$ cat config.mk
export PLATFORM = sky130hd
export DESIGN_NAME = sub16_pipe_flat
export DESIGN_NICKNAME = d
export VERILOG_FILES = /design/src/rtl/sub16_if.sv /design/src/rtl/sub16_pipe.sv /design/src/flat_wrapper.sv
export SDC_FILE = /design/constraint.sdc
export NUM_CORES = 1
export LEC_CHECK = 0
export ABC_AREA = 1
export CORE_MARGIN = 2
export CORE_UTILIZATION = 25
export DETAILED_ROUTE_END_ITERATION = 10
export DONT_BUFFER_PORTS = 1
export GPL_TIMING_DRIVEN = 0
export MAX_ROUTING_LAYER = met4
export PLACE_DENSITY = 0.49
export SETUP_SLACK_MARGIN = 0.02
export SLEW_MARGIN = 25
export SYNTH_ARGS = -nofsm -noshare
export SYNTH_HDL_FRONTEND = slang
export SYNTH_SLANG_ARGS = --single-unit
$ cat constraint.sdc
create_clock -name clk -period 1.6 [get_ports clk]
set_input_delay 0.16 -clock clk [delete_from_list [all_inputs] [get_ports clk]]
set_output_delay 0.16 -clock clk [all_outputs]
set_load 0.005 [all_outputs]
$ cat src/rtl/sub16_if.sv
// sub16_if: operand/result bundle for the pipelined 16-bit subtractor.
//   a, b      : 16-bit unsigned minuend / subtrahend
//   Bin       : borrow-in
//   in_valid  : producer offers a/b/Bin this cycle
//   in_ready  : subtractor takes the offered operands this cycle
//   y, Bo     : difference and borrow-out
//   out_valid : y/Bo hold a result
//   out_ready : consumer takes y/Bo this cycle
// master = producer/consumer side, slave = subtractor side.
interface sub16_if;
    logic [15:0] a;
    logic [15:0] b;
    logic        Bin;
    logic        in_valid;
    logic        in_ready;
    logic [15:0] y;
    logic        Bo;
    logic        out_valid;
    logic        out_ready;

    modport master (
        output a, b, Bin, in_valid, out_ready,
        input  in_ready, y, Bo, out_valid
    );

    modport slave (
        input  a, b, Bin, in_valid, out_ready,
        output in_ready, y, Bo, out_valid
    );
endinterface

$ cat src/rtl/sub16_pipe.sv
// sub16_pipe: four-stage pipelined 16-bit subtractor, y = a - b - Bin with
// borrow-out Bo. Each stage resolves one 4-bit slice and hands its borrow to
// the next stage, so the borrow ripples one slice per clock.
//   clk : rising-edge clock
//   rst : synchronous active-high reset (clears valids and all data)
//   bus : sub16_if.slave -- a, b, Bin, in_valid, in_ready (comb),
//         y, Bo, out_valid (registered), out_ready
module sub16_pipe (
    input  logic     clk,
    input  logic     rst,
    sub16_if.slave   bus
);

    // Stage registers: remaining operand bits, finished result bits, borrow.
    logic        vld_p0, vld_p1, vld_p2, vld_p3;
    logic [15:4] a_p0, b_p0;
    logic [3:0]  d_p0;
    logic        bo_p0;
    logic [15:8] a_p1, b_p1;
    logic [7:0]  d_p1;
    logic        bo_p1;
    logic [15:12] a_p2, b_p2;
    logic [11:0] d_p2;
    logic        bo_p2;
    logic [15:0] d_p3;
    logic        bo_p3;

    logic        ld_p0, ld_p1, ld_p2, ld_p3;
    logic        acc;
    logic [4:0]  s0, s1, s2, s3;

    // 5-bit slice subtract; bit 4 is the borrow-out (wraps negative).
    function automatic logic [4:0] sub_slice(
        input logic [3:0] x,
        input logic [3:0] z,
        input logic       bi
    );
        sub_slice = {1'b0, x} - {1'b0, z} - {4'b0000, bi};
    endfunction

    // A stage may take new contents when empty or when its occupant moves on.
    // The chain is purely combinational from out_ready back to in_ready.
    assign ld_p3 = ~vld_p3 | bus.out_ready;
    assign ld_p2 = ~vld_p2 | ld_p3;
    assign ld_p1 = ~vld_p1 | ld_p2;
    assign ld_p0 = ~vld_p0 | ld_p1;

    assign bus.in_ready = ld_p0 & ~rst;
    assign acc          = bus.in_valid & bus.in_ready;

    assign s0 = sub_slice(bus.a[3:0], bus.b[3:0], bus.Bin);
    assign s1 = sub_slice(a_p0[7:4], b_p0[7:4], bo_p0);
    assign s2 = sub_slice(a_p1[11:8], b_p1[11:8], bo_p1);
    assign s3 = sub_slice(a_p2, b_p2, bo_p2);

    assign bus.y         = d_p3;
    assign bus.Bo        = bo_p3;
    assign bus.out_valid = vld_p3;

    // Valid bits: a loading stage copies its predecessor's valid, so an
    // empty predecessor turns into a bubble here.
    always_ff @(posedge clk) begin
        if (rst) begin
            vld_p0 <= 1'b0;
            vld_p1 <= 1'b0;
            vld_p2 <= 1'b0;
            vld_p3 <= 1'b0;
        end else begin
            if (ld_p0) vld_p0 <= acc;
            if (ld_p1) vld_p1 <= vld_p0;
            if (ld_p2) vld_p2 <= vld_p1;
            if (ld_p3) vld_p3 <= vld_p2;
        end
    end

    // Data only moves when real data arrives, so a stalled S3 stays
    // bit-stable and bubbles never disturb held contents.
    always_ff @(posedge clk) begin
        if (rst) begin
            a_p0 <= '0; b_p0 <= '0; d_p0 <= '0; bo_p0 <= 1'b0;
            a_p1 <= '0; b_p1 <= '0; d_p1 <= '0; bo_p1 <= 1'b0;
            a_p2 <= '0; b_p2 <= '0; d_p2 <= '0; bo_p2 <= 1'b0;
            d_p3 <= '0; bo_p3 <= 1'b0;
        end else begin
            // S0: bits [3:0]
            if (acc) begin
                a_p0  <= bus.a[15:4];
                b_p0  <= bus.b[15:4];
                d_p0  <= s0[3:0];
                bo_p0 <= s0[4];
            end
            // S1: bits [7:4]
            if (ld_p1 && vld_p0) begin
                a_p1  <= a_p0[15:8];
                b_p1  <= b_p0[15:8];
                d_p1  <= {s1[3:0], d_p0};
                bo_p1 <= s1[4];
            end
            // S2: bits [11:8]
            if (ld_p2 && vld_p1) begin
                a_p2  <= a_p1[15:12];
                b_p2  <= b_p1[15:12];
                d_p2  <= {s2[3:0], d_p1};
                bo_p2 <= s2[4];
            end
            // S3: bits [15:12], final borrow
            if (ld_p3 && vld_p2) begin
                d_p3  <= {s3[3:0], d_p2};
                bo_p3 <= s3[4];
            end
        end
    end

endmodule

$ cat src/flat_wrapper.sv
// flat-port wrapper written by rule: the top's interface ports become plain ports
module sub16_pipe_flat 
  (clk, rst, bus_a, bus_b, bus_Bin, bus_in_valid, bus_out_ready, bus_in_ready, bus_y, bus_Bo, bus_out_valid);
  sub16_if bus_i ();
  input  logic clk;
  input  logic rst;
  input wire logic [$bits(bus_i.a)-1:0] bus_a;
  input wire logic [$bits(bus_i.b)-1:0] bus_b;
  input wire logic [$bits(bus_i.Bin)-1:0] bus_Bin;
  input wire logic [$bits(bus_i.in_valid)-1:0] bus_in_valid;
  input wire logic [$bits(bus_i.out_ready)-1:0] bus_out_ready;
  output wire logic [$bits(bus_i.in_ready)-1:0] bus_in_ready;
  output wire logic [$bits(bus_i.y)-1:0] bus_y;
  output wire logic [$bits(bus_i.Bo)-1:0] bus_Bo;
  output wire logic [$bits(bus_i.out_valid)-1:0] bus_out_valid;
  assign bus_i.a = bus_a;
  assign bus_i.b = bus_b;
  assign bus_i.Bin = bus_Bin;
  assign bus_i.in_valid = bus_in_valid;
  assign bus_i.out_ready = bus_out_ready;
  assign bus_in_ready = bus_i.in_ready;
  assign bus_y = bus_i.y;
  assign bus_Bo = bus_i.Bo;
  assign bus_out_valid = bus_i.out_valid;
  sub16_pipe u_core (.clk(clk), .rst(rst), .bus(bus_i));
endmodule
Word level (Yosys, flattened, before mapping):

Index checks and enable logic that the tools add are counted.

* register bits after elaboration: 96
* bits of input ports: 37
* output and inout port bits: 19
* word-level logic and storage cells: 40

* add/sub/neg operators: 8
* bitwise logic cells: 11
* reduce and logical (&&, ||, !) cells: 3

Operators with widths (count)
* subtractor 4 x 4 -> 5 bit: 4
* subtractor 5 x 1 -> 5 bit: 4
* inverter 1 bit: 5
* bitwise OR 1 bit: 4
* logical AND 1 bit: 3
* AND 1 bit: 2

Depth between registers and ports, before layout:

* depth after elaboration: 7
* depth in mapped cells: 11
* gate-level depth less buffers: 11

Least setup slack after synthesis:

No wires, ideal clock.

* path kind: reg2reg
* start: register u_core.bo_p0
* end: register u_core.bo_p1
* setup time: 115 ps
* arrival: 1641 ps
* data required time: 1485 ps
* setup slack: -156 ps
* stages on the path, launching flop included: 10
* path buffers: 0
* clock period less this slack: 1756 ps
* cell sequence: dfxtp_1 -> inv_1 -> fa_1 -> fa_1 -> inv_1 -> nand2_1 -> nand2_1 -> nand3_1 -> a21oi_1 -> nor2_1

* word-level cells in the longest chain between the ends: 1

Ends and longest elaborated chain
* from (decl): line sub16_pipe.sv:18 `logic bo_p0;`
* from (signal assigned): line sub16_pipe.sv:90 `bo_p0 <= s0[4];`
* subtractor 5 x 1 -> 5 bit: line sub16_pipe.sv:38 `sub_slice = {1'b0, x} - {1'b0, z} - {4'b0000, bi};`
* to (signal assigned): line sub16_pipe.sv:97 `bo_p1 <= s1[4];`
* to (decl): line sub16_pipe.sv:21 `logic bo_p1;`

Every way passes these cells.
A chain may end at the register's enable or synchronous reset.

Final worst setup path:

* start: register u_core.b_p0[4] (netlist name)
* end: register u_core.bo_p1

* word-level cells in the longest chain between the ends: 2

Ends and longest elaborated chain
* from (decl): line sub16_pipe.sv:16 `logic [15:4] a_p0, b_p0;`
* from (signal assigned): line sub16_pipe.sv:88 `b_p0 <= bus.b[15:4];`
* subtractor 4 x 4 -> 5 bit: line sub16_pipe.sv:38
* subtractor 5 x 1 -> 5 bit: line sub16_pipe.sv:38

Every way passes these cells.

==> results by group <==
Detailed routing
  • 1st-iter DRT viols: 117
  • Routed wire per std cell: 12.0 microns
  • Vias post-DR: 3261
  • Post-DRT Antenna Nets: 0
  • Via density: 4.06
  • Drt total wl: 9.67 mm
  • Post-route DRC: 0
  • 1st-pass router iterations: 7

Layout
  • Most frequent cells in the layout: nor2_1, dfxtp_1, nand2_1, inv_1, o21ai_0
  • # fillers: 1771
  • Storage element area: 0.00193 sq mm
  • Commonest non-fill, non-tap cell in the layout: nor2_1
  • Multi-input gate area: 0.00200 sq mm
  • Final core utilization: 0.314
  • Fraction of layout cells with a size suffix above 1: 0.147
  • Non-filler instance count after layout: 804
  • P&R area growth vs syn: 24.1%
  • Layout Nets: 646
  • Diodes inserted: 0

Synth
  • Main flop type after synthesis: dfxtp_1
  • Sequential cell area fraction in the yosys report: 0.464
  • Warnings from Yosys: 0
  • Number of synthesized flops with an enable pin: 0
  • Post-Syn Area per Cell: 7.70 sq um
  • Synthesized net count: 605
  • Post-synthesis cell count: 538
  • Number of distinct library cells after synthesis: 24
  • Cell Area, Synth: 0.00415 sq mm
  • Asr flop ratio synth: 0
  • Yosys top cell by area: dfxtp_1
  • Register bit count reported by yosys: 96
  • Synth top area share: 0.464
  • Synth area leaders: dfxtp_1, nor2_1, nand2_1, ha_1, o21ai_0

Timing
  • Fmax: 577 MHz
  • Final Skew: 0.00741 ns
  • PnR worst setup slack: -0.132 ns
  • Final hold slack: 0.0528 ns
  • Worst-margin pin slew: 0.494 ns
  • Unrepaired setup endpoints after global routing: yes
  • Final worst-path cycle share: 1.08
  • Final Max Tran Viols: 0
  • Crit path time final: 1.73 ns
  • Setup violations, final: 6
  • Final Hold Vio Count: 0
  • Relative slew slack: 0.670

Critical path
  • Critical Path Max Stage Delay: 0.43 ns
  • Worst Path Buf+Inv: 2
  • Cell at the slowest stage of the critical path: fa_2
  • Worst setup SP type: flop
  • Crit. End Element: flop
  • Critical Path RT: 1.85 ns
  • Crit path DAT: 1.98 ns
  • CP top delay family: adder cells
  • CP Max Fanout: 2
  • Critical path class: flop to flop
  • Critical-path cell list: inv_2 -> fa_2 -> fa_2 -> inv_2 -> nand2_2 -> nand2_2 -> nand3_2 -> a21oi_2 -> nor2_1

Power
  • Logic pwr share: 0.133
  • Clock Power Share: 0.393
  • Pwr Total: 5.46 mW
  • Sequential Power Share: 0.474
  • P per Cell Area: 1060 mW/mm^2
  • Max rail drop VDD: 0.409 mV
  • Net Sw Power: 1.48 mW
  • Switching Fraction: 0.271
  • Pint: 3.98 mW
  • Leakage: 2.26 nW

GRT
  • Largest net degree at the start of global routing: 19
  • Total gr overflow: 0
  • Number of global-route vias before repair: 3201
  • Global-route wire length before repair: 16.0 mm
  • GR Util All Layers: 0.119
  • Initial antenna violation count: 0

Run
  • Max-Cap Viols: 0

Floorplanning
  • Core area: 0.0164 sq mm
  • Die X: 133 microns
  • Initial core utilization: 0.253
  • Die area: 0.0176 sq mm
  • Die extent in y: 133 microns
  • Row count: 47
  • I/O Pins: 56

Run status
  • Status: complete, but fails checks
  • Failing checks: negative setup slack

Clocking
  • Clk buf depth: 2
  • CTS buffer count: 9
  • Clk pin slew, worst setup/hold paths: 0.07 ns
  • H-tree depth: 3
  • Clock root buffer master: clkbuf_16
  • CTS tree: yes
  • Clock sink count: 96
  • Worst skew pair latency: 0.35 ns

Placed design
  • Hpwl dp: 7.29 mm
  • GP Congestion: 0.783
  • Count of input and output buffers: 0
  • Cells after DPL: 758

Worst hold path
  • Worst min path class: input pin to flop
tightest hold or removal path, delay by kind of cell:
family | cells | cell delay, ns
buf+inv | 1 | 0.02
simple gates | 1 | 0.10
compound gates | 1 | 0.07
power by group through the flow:
stage	combinational (mW)	clock [mW]	sequential (mW)
6_report	0.728	2.14	2.59
5_1_grt	0.852	2.32	2.61
4_1_cts	0.686	2.23	2.59
3_5_place_dp	0.593	0	2.64
3_3_place_gp	0.584	0	2.64
2_1_floorplan	0.467	0	2.62
layout make-up:
cell class	instances	share of cell area
repair buffers	30	0.0571
flip-flops and latches	96	0.375
clock inverters	6	0.0112
clock buffers	10	0.0464
inverters	59	0.0430
plain buffers	26	0.0241
well taps	220	0.0535
multi-input cells	357	0.390
stage by stage:
step / setup TNS [ns] / worst slack (ns) / cell area (sq um)
6_report: -0.522 / -0.132 / 5140
5_1_grt: -1.13 / -0.207 / 5140
4_1_cts: -0.462 / -0.114 / 5070
3_5_place_dp: -0.844 / -0.155 / 4450
3_3_place_gp: -0.704 / -0.142 / 4450
2_1_floorplan: -0.0308 / -0.0252 / 4170
state kept, by name (all words and copies together), names as in the netlist, 4 cells and up:
name          flops
u_core.b_p0      12
u_core.b_p2       4
u_core.b_p1       8
u_core.d_p0       4
u_core.d_p1       8
u_core.d_p2      12
u_core.a_p0      12
u_core.bus.y     16
u_core.a_p1       8
u_core.a_p2       4
routing by layer:
| layer | up-vias | global-route usage | part of all wire |
|---|---|---|---|
| met1 | 1422 | 0.147 | 0.49 |
| met4 | 0 | 0.0430 | 0.015 |
| li1 | 1777 | - | - |
| met5 | - | - | 0 |
| met3 | 12 | 0.0299 | 0.043 |
| met2 | 50 | 0.187 | 0.46 |
worst paths after layout:
path | cells past startpoint | startpoint | slack (ns) | to
max | 9 | u_core.b_p0[4] | -0.13 | u_core.bo_p1
min | 3 | bus_out_ready | 0.05 | u_core.vld_p1
max reg2reg | 9 | u_core.b_p0[4] | -0.13 | u_core.bo_p1
min reg2reg | 2 | u_core.b_p0[13] | 0.47 | u_core.b_p0[13]
timing repair:
action | CTS | global route
setup buffers | 3 | 1
hold endpoints to repair | 26 | 0
hold buffers | 26 | 0
endpoints found under the setup margin | 10 | 13
pin swaps | 13 | 18
resized for setup | 14 | 17
cells in the mapped netlist (4+ instances only):
cell	n
nor2_1	109
dfxtp_1	96
nand2_1	87
inv_1	52
o21ai_0	46
nand3_1	32
ha_1	22
a21oi_1	18
o21ai_1	17
buf_2	15
fa_1	8
clkbuf_1	7
inv_2	7
xor2_1	5
nand4_1	4
cells by family (layout without fill, tap and decap cells):
family                   Yosys count  after routing  share of synthesized area
AO/OA/AOI/OAI                     82             82                     0.0993
XOR/XNOR                           7              7                     0.0148
adder cells (fa/ha/maj)           30             30                      0.105
buffers and inverters             85            131                     0.0833
flip-flops                        96             96                      0.464
AND/OR/NAND/NOR                  238            238                      0.234
Power figures use the tool's default switching activity.
